## config.mk

```make
export PLATFORM = sky130hd
export DESIGN_NAME = display_scan_ctrl
export DESIGN_NICKNAME = d
export VERILOG_FILES = /design/src/rtl/display_scan_ctrl.sv
export SDC_FILE = /design/constraint.sdc
export NUM_CORES = 1
export LEC_CHECK = 0
export CORE_ASPECT_RATIO = 0.8
export CORE_UTILIZATION = 65
export CTS_BUF_LIST = sky130_fd_sc_hd__clkbuf_8
export CTS_CLUSTER_SIZE = 12
export DETAILED_ROUTE_END_ITERATION = 16
export DONT_BUFFER_PORTS = 1
export GPL_TIMING_DRIVEN = 0
export PLACE_DENSITY_LB_ADDON = 0.2
export SKIP_CTS_REPAIR_TIMING = 1
export SLEW_MARGIN = 20
export SYNTH_ARGS = -nofsm -noshare
export SYNTH_HDL_FRONTEND = slang
export SYNTH_SLANG_ARGS = --single-unit
export TNS_END_PERCENT = 30
```

## constraint.sdc

```tcl
create_clock -name clk -period 2.15 [get_ports clk]
set_input_delay 0.215 -clock clk [delete_from_list [all_inputs] [get_ports clk]]
set_output_delay 0.215 -clock clk [all_outputs]
set_load 0.05 [all_outputs]
```

## src/rtl/display_scan_ctrl.sv

```systemverilog
// Scan controller that shares one BCD-to-7-segment decoder across N_DIGITS anodes.
// Each digit visit is an all-off blanking gap followed by a lit window, which avoids ghosting.
module display_scan_ctrl #(
  parameter int N_DIGITS  = 4,
  parameter int DIV       = 50000,
  parameter int BLANK_CYC = 100
) (
  input  logic                    clk,
  input  logic                    reset,
  input  logic [4*N_DIGITS-1:0]   digitos,
  input  logic                    carregar,
  input  logic                    supr_zeros,
  output logic [3:0]              bcd_out,
  output logic [N_DIGITS-1:0]     anodo,
  output logic                    quadro
);

  localparam int CMAX = (DIV > BLANK_CYC) ? DIV : BLANK_CYC;
  localparam int CW   = $clog2(CMAX);
  localparam int IW   = $clog2(N_DIGITS);

  localparam logic [CW-1:0] DIV_LAST = CW'(DIV - 1);
  localparam logic [CW-1:0] BLK_LAST = CW'(BLANK_CYC - 1);
  localparam logic [IW-1:0] IDX_LAST = IW'(N_DIGITS - 1);

  typedef enum logic {
    S_BLANK,
    S_SHOW
  } state_t;

  state_t                  state_q, state_d;
  logic [CW-1:0]           cnt_q, cnt_d;
  logic [IW-1:0]           idx_q, idx_d;
  logic [4*N_DIGITS-1:0]   shadow_q, shadow_d;
  logic [3:0]              bcd_q, bcd_d;
  logic [N_DIGITS-1:0]     an_q, an_d;
  logic                    quadro_q, quadro_d;

  logic [3:0]              sel_nib;
  logic                    upper_zero;
  logic [3:0]              sel;
  logic [N_DIGITS-1:0]     onehot;

  // A digit counts as a leading zero when it and all higher digits are zero
  always_comb begin
    sel_nib    = shadow_q[4*idx_q +: 4];
    upper_zero = 1'b1;
    for (int j = 0; j < N_DIGITS; j++) begin
      if (j >= int'(idx_q) && shadow_q[4*j +: 4] != 4'h0) begin
        upper_zero = 1'b0;
      end
    end
    sel = (supr_zeros && idx_q != '0 && upper_zero) ? 4'hF : sel_nib;
  end

  assign onehot = {{(N_DIGITS-1){1'b0}}, 1'b1} << idx_q;

  always_comb begin
    state_d  = state_q;
    cnt_d    = cnt_q;
    idx_d    = idx_q;
    bcd_d    = bcd_q;
    an_d     = an_q;
    quadro_d = 1'b0;
    shadow_d = carregar ? digitos : shadow_q;
    unique case (state_q)
      S_BLANK: begin
        if (cnt_q == '0) begin
          bcd_d = sel;
          cnt_d = CW'(1);
        end else if (cnt_q == BLK_LAST) begin
          state_d = S_SHOW;
          cnt_d   = '0;
          an_d    = ~onehot;
        end else begin
          cnt_d = cnt_q + CW'(1);
        end
      end
      S_SHOW: begin
        if (cnt_q == DIV_LAST) begin
          state_d  = S_BLANK;
          cnt_d    = '0;
          an_d     = '1;
          idx_d    = (idx_q == IDX_LAST) ? '0 : idx_q + IW'(1);
          quadro_d = (idx_q == IDX_LAST);
        end else begin
          cnt_d = cnt_q + CW'(1);
        end
      end
    endcase
  end

  always_ff @(posedge clk) begin
    if (reset) begin
      state_q  <= S_BLANK;
      cnt_q    <= '0;
      idx_q    <= '0;
      shadow_q <= '0;
      bcd_q    <= 4'hF;
      an_q     <= '1;
      quadro_q <= 1'b0;
    end else begin
      state_q  <= state_d;
      cnt_q    <= cnt_d;
      idx_q    <= idx_d;
      shadow_q <= shadow_d;
      bcd_q    <= bcd_d;
      an_q     <= an_d;
      quadro_q <= quadro_d;
    end
  end

  assign bcd_out = bcd_q;
  assign anodo   = an_q;
  assign quadro  = quadro_q;

endmodule
```

## After elaboration in Yosys (flattened, before gate mapping)

Index checks and enable logic that the tools add are counted.
W data, S select, Z words.

| storage, ports and cells | value |
|---|---|
| register bits after elaboration | 44 |
| latch bits | 0 |
| memory bits (writable) | 0 |
| memory bits (read-only) | 0 |
| bits of input ports | 20 |
| output and inout port bits | 9 |
| logic and storage cells | 56 |
| memories kept | 0 |

| operators by class | value |
|---|---|
| add/sub/neg operators | 2 |
| multipliers | 0 |
| divide/modulo/power cells | 0 |
| order comparisons | 3 |
| eq/ne operators | 6 |
| shifts and indexed selects | 2 |
| mux-type cells | 18 |
| bitwise operators | 3 |
| reduce and logical (&&, ||, !) cells | 15 |

Operators with widths:

| cell | number |
|---|---|
| $mux W16 | 3 |
| $pmux W16 S2 | 1 |
| $add A16 B1 Y16 const B | 1 |
| $eq A16 B16 Y1 const B | 1 |
| $eq A16 B7 Y1 const B | 1 |
| $logic_not A16 Y1 | 1 |
| $mux W4 | 4 |
| $reduce_bool A4 Y1 | 4 |
| $shiftx A16 B5 Y4 | 1 |
| $pmux W4 S2 | 1 |
| $mux W1 | 7 |
| $logic_and A1 B1 Y1 | 5 |
| $ge A1 B2 Y1 const A | 2 |
| $ne A2 B2 Y1 const B | 2 |
| $not A4 Y4 | 1 |
| $reduce_and A2 Y1 | 2 |
| $shl A1 B2 Y4 const A | 1 |
| $reduce_and A3 Y1 | 1 |
| $reduce_or A3 Y1 | 1 |
| $add A2 B1 Y2 const B | 1 |
| $eq A2 B2 Y1 const B | 1 |
| $ge A2 B2 Y1 const A | 1 |
| $mux W2 | 1 |
| $ne A2 B1 Y1 const B | 1 |
| 3 further kinds | 4 |

## Longest topological paths before layout

Gate-level depths: netlist of run 1.

| depth | value |
|---|---|
| depth in word-level cells | 8 |
| depth in mapped cells | 7 |
| gate-level depth less buffers | 6 |

## Worst setup path after synthesis of run 1

Ideal clock, no wire load.

| timing path | value |
|---|---|
| path kind | register to register |
| start | reg cnt_q[11] |
| end | reg cnt_q[10] |
| library setup time | 115 ps |
| data arrival time | 1732 ps |
| data required time | 2035 ps |
| setup slack | 304 ps |
| stages on the path, launching flop included | 6 |
| buffers on the path | 1 |
| clock period less this slack | 1846 ps |
| path through | dfxtp_1 > or4_4 > nor4_4 > a221o_2 > buf_6 > nor2_1 |

| on the way | value |
|---|---|
| cells in the longest elaborated chain, start to end | 4 |
| elaborated cells on any way between the ends | 7 |
| classes of those cells | 2 x eq/ne; 4 x mux; 1 x reduce/logical |

RTL lines:

| element | line | RTL |
|---|---|---|
| from (decl) | 32 | `logic [CW-1:0] cnt_q, cnt_d;` |
| from (signal assigned) | 104 | `cnt_q <= cnt_d;` |
| $eq A16 B7 Y1 | 71 | `end else if (cnt_q == BLK_LAST) begin` |
| $mux W16 | 71 |  |
| $mux W16 | 68 | `if (cnt_q == '0) begin` |
| $pmux W16 S2 (*) | 66 | `unique case (state_q)` |

Mark *: on every way between the ends. The rest lies on a longest branch, timed or not.
A chain may end at the register's enable or synchronous reset.

## Final worst setup path of run 1

| timing path | value |
|---|---|
| start | reg cnt_q[8] |
| end | reg cnt_q[6] |

Same word-level chain as after synthesis.

==> results of run 1 <==
==> registers in the layout, indices dropped and copies added (netlist names) <==
signal / flops
idx_q: 2
quadro: 1
cnt_q: 16
shadow_q: 16
state_q: 1
bcd_out: 4
anodo: 4
==> power breakdown <==
group	switching [W]	internal (W)
Sequential	0.000151	0.000877
Combinational	0.000140	0.000119
Clock	0.000273	0.000253
Total	0.000565	0.00125
==> per-layer routing <==
metal / wire length (µm) / vias up / GRT usage (%)
li1: - / 783 / -
met4: 50 / 0 / 13.41
met5: 0 / - / 0
met2: 2076 / 61 / 44.33
met3: 359 / 6 / 8.478
met1: 2098 / 800 / 39.43
==> logic make-up (layout without fill, tap and decap cells) <==
logic type / after synthesis / in the layout / synth area share, %
AO/OA/AOI/OAI: 24 / 24 / 8.359
XOR/XNOR: 11 / 11 / 4.630
adder cells (fa/ha/maj): 7 / 7 / 4.209
buffers and inverters: 17 / 27 / 3.428
flip-flops: 44 / 44 / 42.33
multiplexers: 20 / 20 / 12.03
AND/OR/NAND/NOR: 91 / 91 / 25.02
==> area by class of cell <==
type,count,area [µm²]
flip-flops and latches,44,880.8
clock buffers,6,82.58
repair buffers,2,15.01
well taps,38,47.55
inverters,7,26.28
plain buffers,10,45.04
clock inverters,2,7.507
multi-input cells,153,1129
fillers,201,659.4
==> critical path: stages, from the launching register on <==
cell and delay, ps:
dfxtp_1 470, or4bb_1 570, nor4_4 400, a221o_2 330, buf_6 160, nor2_1 60
==> per-stage QoR <==
step | worst slack [ps] | util [%]
CTS | 71.26 | 76.69
floorplan | 303.7 | -
finish | 51.61 | 77.21
global placement | 150.3 | 73.57
detailed placement | 77.99 | 73.57
global route | -8.016 | 77.21
==> worst paths after layout <==
path                               endpoint  slack [ps]  depth (start not counted)
worst max-delay path               cnt_q[6]          50                          5
worst min-delay path            shadow_q[0]          60                          2
worst max register to register     cnt_q[6]          50                          5
worst min register to register  shadow_q[2]         500                          2
==> synthesized netlist by cell type, types with 3 or more instances <==
library cell / instances
dfxtp_1: 44
nor2_1: 36
mux2i_1: 16
clkbuf_1: 9
ha_1: 7
inv_1: 7
nand3_1: 7
a21oi_1: 6
xnor2_1: 6
a22oi_1: 5
nand2_1: 5
nand4_1: 5
nor3b_1: 5
nor4_1: 5
or2_2: 5
xor2_1: 5
mux4_2: 4
o32a_1: 4
or3_1: 4
and2_1: 3
and3_1: 3
and4_1: 3
==> results.sh, run 1 <==
export IMPL_status="finished, final reports clean"
export IMPL_overflow=0
export IMPL_postSynth_asyncResetShare_pct=0
export IMPL_start_kind="flip-flop"
export IMPL_setup_tns_ps=0
export IMPL_wl_per_cell_um=17.50
export IMPL_cts_sinks=44
export IMPL_h_tree_depth=2
export IMPL_timing_final_crit_share_pct=97.60
export IMPL_stdcell_count=262
export IMPL_cp_required_ps=2350
export IMPL_portBuffers=0
export IMPL_nNetsFinal=250
export IMPL_final_cell_mix="44 x dfxtp_1, 36 x nor2_1, 16 x mux2i_1"
export IMPL_io_pins=29
export IMPL_die_h_um=52.61
export IMPL_ys_types=39
export IMPL_syn_area_um2=2081
export IMPL_numCtsBuffers=5
export IMPL_routed_via_count=1650
export IMPL_die_area_um2=3433
export IMPL_hp_start="digitos[0]"
export IMPL_antenna_found_initial=0
export IMPL_totalPowerFinal_w=0.001814
export IMPL_max_slew_margin_pct=53.06
export IMPL_peakVddDrop_mv=0.6649
export IMPL_fin_skew_ps=6.477
export IMPL_first_iter_violations=183
export IMPL_yosysSeqAreaShare_pct=42.33
export IMPL_yosysTopAreaCell="dfxtp_1"
export IMPL_placed_area_um2=2128
export IMPL_std_cell_rows=17
export IMPL_final_cell_area_um2=2233
export IMPL_ys_top_cells_by_area="dfxtp_1 42%, mux2i_1 7.7%, nor2_1 6.5%"
export IMPL_max_cap_violations=0
export IMPL_first_pass_iters=4
export IMPL_drive_gt1_share_pct=9.821
export IMPL_fmax_mhz=476.6
export IMPL_clkTransAtPathRegs_ps=80
export IMPL_syn_avg_cell_area_um2=9.723
export IMPL_worstMarginPinSlew_ps=704.1
export IMPL_dpl_hpwl_um=3316
export IMPL_hold_class="input pin to flip-flop"
export IMPL_setup_worst_path_class="flip-flop to flip-flop"
export IMPL_wl_um=4585
export IMPL_synthToLayoutAreaGrowth_pct=7.336
export IMPL_start_util_pct=71.93
export IMPL_place_inst=252
export IMPL_synth_edf_count=0
export IMPL_drc=0
export IMPL_yosys_most_used_dff="dfxtp_1"
export IMPL_worstPathMaxFanout=10
export IMPL_num_antenna_cells=0
export IMPL_cp_arrival_ps=2290
export IMPL_grt_first_pass_wirelength_um=7431
export IMPL_yosysTopAreaCellShare_pct=42.33
export IMPL_netlist_instances=214
export IMPL_synth_nets=241
export IMPL_gp_routability_congestion=0.8564
export IMPL_clk_latency_ps=300
export IMPL_maxSlewViolCount=0
export IMPL_setup_violations=0
export IMPL_cts_tree="yes"
export IMPL_clockBufferDepth=2
export IMPL_layout_min_cycle_time_ps=2098
export IMPL_layout_cells_most_common="dfxtp_1"
export IMPL_p_leak_nw=0.8550
export IMPL_viasPerCell=6.298
export IMPL_final_hold_violation_count=0
export IMPL_ys_ff_latch=44
export IMPL_die_w_um=65.26
export IMPL_grt_pass1_vias=1521
export IMPL_reg2reg_from="cnt_q[8]"
export IMPL_startpoint="cnt_q[8]"
export IMPL_ant_nets=0
export IMPL_cts_root_buf="clkbuf_8"
export IMPL_grtUsageTotal_pct=29.59
export IMPL_yosysWarnings=0
export IMPL_cp_end_kind="flip-flop"
export IMPL_grt_max_degree=13
export IMPL_coreArea_um2=2893
export IMPL_holdWs_ps=59.48
export IMPL_power_density_nw_per_um2=812.1
(Power assumes the default switching activity.)
==> inputs of run 2 (changes only) <==
Settings changed: CORE_UTILIZATION 65 to 47.
==> results.sh, run 2 (same netlist as run 1, synthesis figures left out) <==
export IMPL_nNetsFinal=251
export IMPL_layout_min_cycle_time_ps=2026
export IMPL_final_hold_violation_count=0
export IMPL_io_pins=29
export IMPL_gp_routability_congestion=0.7661
export IMPL_first_iter_violations=84
export IMPL_std_cell_rows=21
export IMPL_cp_arrival_ps=2220
export IMPL_maxSlewViolCount=0
export IMPL_die_w_um=76.39
export IMPL_start_kind="flip-flop"
export IMPL_setup_worst_path_class="flip-flop to flip-flop"
export IMPL_final_core_util_pct=55.51
export IMPL_layout_cells_most_common="dfxtp_1"
export IMPL_cts_sinks=44
export IMPL_nFillCells=379
export IMPL_cts_root_buf="clkbuf_8"
export IMPL_drive_gt1_share_pct=11.11
export IMPL_largestRegisters="cnt_q: 16 flops, shadow_q: 16 flops"
export IMPL_seq_area_um2=880.8
export IMPL_timing_final_crit_share_pct=94.25
export IMPL_num_antenna_cells=0
export IMPL_grt_max_degree=15
export IMPL_die_area_um2=4699
export IMPL_ant_nets=0
export IMPL_first_pass_iters=4
export IMPL_synthToLayoutAreaGrowth_pct=12.15
export IMPL_cts_tree="yes"
export IMPL_cp_end_kind="flip-flop"
export IMPL_worstMarginPinSlew_ps=687.4
export IMPL_die_h_um=61.51
export IMPL_power_density_nw_per_um2=919.9
export IMPL_clk_latency_ps=300
export IMPL_grt_pass1_vias=1343
export IMPL_p_leak_nw=0.8851
export IMPL_h_tree_depth=2
export IMPL_final_cell_mix="44 x dfxtp_1, 36 x nor2_1, 16 x mux2i_1"
export IMPL_grtUsageTotal_pct=18.95
export IMPL_drc=0
export IMPL_overflow=0
export IMPL_start_util_pct=49.49
export IMPL_clockBufferDepth=2
export IMPL_wl_per_cell_um=14.87
export IMPL_max_slew_margin_pct=54.18
export IMPL_hold_depth=2
export IMPL_peakVddDrop_mv=0.4226
export IMPL_hold_end="shadow_q[9]"
export IMPL_cp_required_ps=2340
export IMPL_numCtsBuffers=5
export IMPL_routed_via_count=1504
export IMPL_reg2reg_slack_ps=120
export IMPL_grt_first_pass_wirelength_um=6727
export IMPL_status="finished, final reports clean"
export IMPL_viasPerCell=5.333
export IMPL_reg2reg_from="cnt_q[8]"
export IMPL_hold_class="input pin to flip-flop"
export IMPL_coreArea_um2=4204
export IMPL_portBuffers=0
export IMPL_clkTransAtPathRegs_ps=90
export IMPL_fin_skew_ps=8.531
export IMPL_wl_um=4194
export IMPL_fmax_mhz=493.5
export IMPL_r2r_end="cnt_q[12]"
export IMPL_ff2ff_path_depth=5
export IMPL_holdWs_ps=63.40
export IMPL_setup_violations=0
export IMPL_rsz0062_at_grt="no"
export IMPL_hp_start="digitos[9]"
export IMPL_max_cap_violations=0
export IMPL_worstPathMaxFanout=10
export IMPL_antenna_found_initial=0
export IMPL_dpl_hpwl_um=2981
export IMPL_multiInputGateArea_um2=1129
export IMPL_setup_tns_ps=0
run 2: final cells by class:
type | count | share of cell area (%)
inverters | 7 | 1.126
clock buffers | 5 | 2.949
flip-flops and latches | 44 | 37.75
plain buffers | 10 | 1.930
well taps | 57 | 3.056
repair buffers | 3 | 0.9651
multi-input cells | 153 | 48.36
clock inverters | 3 | 3.861
run 2: metal layers:
layer  GRT usage, %  wire [µm]
met3          7.556        220
met2          24.71       1585
met4          4.945         11
met5              0          0
met1          28.18       2376
run 2: report_power, final:
group	internal (W)	switching (W)	total, W	leakage [nW]
Sequential	0.000877	0.000151	0.00103	0.360
Clock	0.000581	0.000289	0.000870	0.0784
Combinational	0.000119	0.000131	0.000249	0.447
Total	0.00158	0.000570	0.00215	0.885
run 2: worst max path at each step:
stage               from         to  slack, ps  depth (start not counted)
2_1_floorplan  cnt_q[11]  cnt_q[10]        300                          5
3_3_place_gp   cnt_q[11]   cnt_q[4]         90                          5
3_5_place_dp   cnt_q[11]   cnt_q[4]        100                          5
4_1_cts        cnt_q[11]   cnt_q[4]         80                          5
5_1_grt         cnt_q[8]   cnt_q[4]         20                          5
6_report        cnt_q[8]  cnt_q[12]        120                          5
run 2: through the flow:
| step | cells | area (µm²) | setup WS [ps] | power [W] |
|---|---|---|---|---|
| detailed placement | 271 | 2152 | 97.91 | 0.001292 |
| CTS | 279 | 2311 | 79.30 | 0.002159 |
| finish | 282 | 2333 | 123.5 | 0.002147 |
| global route | 282 | 2333 | 18.97 | 0.002248 |
| global placement | 271 | 2152 | 87.67 | 0.001293 |
| floorplan | 214 | 2081 | 303.7 | 0.001233 |
run 2: worst max-delay path: stages, from the launching register on:
cell and delay (ps):
dfxtp_1 450, or4bb_1 570, nor4_4 390, a221o_2 310, buf_6 160, nor2_1 50
==> inputs of run 3 (changes only) <==
Settings changed: CORE_UTILIZATION 47 to 60.
==> results.sh, run 3 (same netlist as run 1, synthesis figures left out) <==
export IMPL_r2r_end="cnt_q[11]"
export IMPL_final_cell_mix="44 x dfxtp_1, 36 x nor2_1, 16 x mux2i_1"
export IMPL_reg2reg_slack_ps=120
export IMPL_maxSlewViolCount=0
export IMPL_final_hold_violation_count=0
export IMPL_worstPathCellList="or4bb_1, nor4_4, a221o_2, buf_6, nor2_1"
export IMPL_hp_start="digitos[15]"
export IMPL_max_slew_margin_pct=54.40
export IMPL_peakVddDrop_mv=0.4608
export IMPL_fin_skew_ps=2.014
export IMPL_viasPerCell=6.019
export IMPL_clkTransAtPathRegs_ps=80
export IMPL_cts_root_buf="clkbuf_8"
export IMPL_seq_area_um2=880.8
export IMPL_hold_depth=2
export IMPL_holdWs_ps=59.16
export IMPL_numCtsBuffers=5
export IMPL_totalPowerFinal_w=0.001824
export IMPL_ff2ff_path_depth=5
export IMPL_io_pins=29
export IMPL_setup_tns_ps=0
export IMPL_max_stage_delay_ps=570
export IMPL_reg2reg_from="cnt_q[8]"
export IMPL_max_cap_violations=0
export IMPL_portBuffers=0
export IMPL_p_leak_nw=0.8522
export IMPL_place_inst=254
export IMPL_wl_per_cell_um=16.11
export IMPL_status="finished, final reports clean"
export IMPL_die_area_um2=3709
export IMPL_die_h_um=54.67
export IMPL_start_util_pct=65.06
export IMPL_antenna_found_initial=0
export IMPL_h_tree_depth=2
export IMPL_nFillCells=241
export IMPL_fmax_mhz=491.5
export IMPL_overflow=0
export IMPL_synthToLayoutAreaGrowth_pct=7.577
export IMPL_setup_worst_path_class="flip-flop to flip-flop"
export IMPL_hold_class="input pin to flip-flop"
export IMPL_cp_required_ps=2350
export IMPL_cp_arrival_ps=2230
export IMPL_nNetsFinal=250
export IMPL_coreArea_um2=3198
export IMPL_routed_via_count=1589
export IMPL_stdcell_count=264
export IMPL_clockBufferDepth=2
export IMPL_worstPathMaxFanout=10
export IMPL_cp_end_kind="flip-flop"
export IMPL_ant_nets=0
export IMPL_critPathSlowestCell="or4bb_1"
export IMPL_worstMarginPinSlew_ps=683.9
export IMPL_grtUsageTotal_pct=26.17
export IMPL_first_iter_violations=80
export IMPL_setup_violations=0
export IMPL_num_antenna_cells=0
export IMPL_start_kind="flip-flop"
export IMPL_clk_latency_ps=300
export IMPL_critPathBufInv=1
export IMPL_drive_gt1_share_pct=10.71
export IMPL_rsz0062_at_grt="no"
export IMPL_wl_um=4252
export IMPL_die_w_um=67.84
export IMPL_grt_first_pass_wirelength_um=6810
export IMPL_dpl_hpwl_um=3182
export IMPL_layout_cells_most_common="dfxtp_1"
export IMPL_largestRegisters="cnt_q: 16 flops, shadow_q: 16 flops"
export IMPL_grt_pass1_vias=1427
export IMPL_std_cell_rows=18
export IMPL_hold_end="shadow_q[15]"
export IMPL_critPathTopFamily="simple AND/OR/NAND/NOR gates"
export IMPL_layout_min_cycle_time_ps=2035
export IMPL_cts_tree="yes"
export IMPL_power_density_nw_per_um2=815.0
export IMPL_timing_final_crit_share_pct=94.64
export IMPL_gp_routability_congestion=0.8479
export IMPL_first_pass_iters=4
export IMPL_cts_sinks=44
export IMPL_drc=0
export IMPL_grt_max_degree=14
export IMPL_multiInputGateArea_um2=1129
-- run 3: changes by cell type in the layout (fill, tap and decap cells not counted), sizes merged --
cell	change
buf	-1
bufinv	-3
clkbuf	+1
clkinv	+2
-- run 3: cell type report --
class	count	area share, %
clock inverter	2	0.4472
buffer	10	2.012
sequential	44	39.35
tap	40	2.236
clock buffer	6	3.689
timing repair buffer	2	0.6708
multi-input combinational	153	50.42
inverter	7	1.174
-- run 3: per-stage QoR --
step	utilization, %	area (µm²)	setup WS [ps]
final	69.99	2238	115.3
after global placement	66.63	2131	129.7
after global routing	69.99	2238	17.58
after CTS	69.52	2223	64.41
after floorplan	-	2081	303.7
after detailed placement	66.63	2131	77.04
-- run 3: report_power, final --
part / internal, W / leakage [nW] / total, W / switching (W)
registers: 0.000877 / 0.360 / 0.00103 / 0.000151
logic: 0.000119 / 0.442 / 0.000256 / 0.000137
clock network: 0.000256 / 0.0510 / 0.000540 / 0.000284
total: 0.00125 / 0.852 / 0.00182 / 0.000572
-- run 3: layer usage --
metal / wire [µm] / up-vias / track usage (%)
met1: 2114 / 758 / 35.95
met2: 1843 / 39 / 38.78
met5: 0 / - / 0
li1: - / 785 / -
met3: 235 / 7 / 8.333
met4: 58 / 0 / 8.333
-- run 3: how the worst max path moves through the flow --
stage | from | end | slack, ps | depth (start not counted)
2_1_floorplan | cnt_q[11] | cnt_q[10] | 300 | 5
3_3_place_gp | cnt_q[11] | cnt_q[4] | 130 | 5
3_5_place_dp | cnt_q[11] | cnt_q[11] | 80 | 5
4_1_cts | cnt_q[11] | cnt_q[11] | 60 | 5
5_1_grt | idx_q[0] | bcd_out[3] | 20 | 6
6_report | cnt_q[8] | cnt_q[11] | 120 | 5
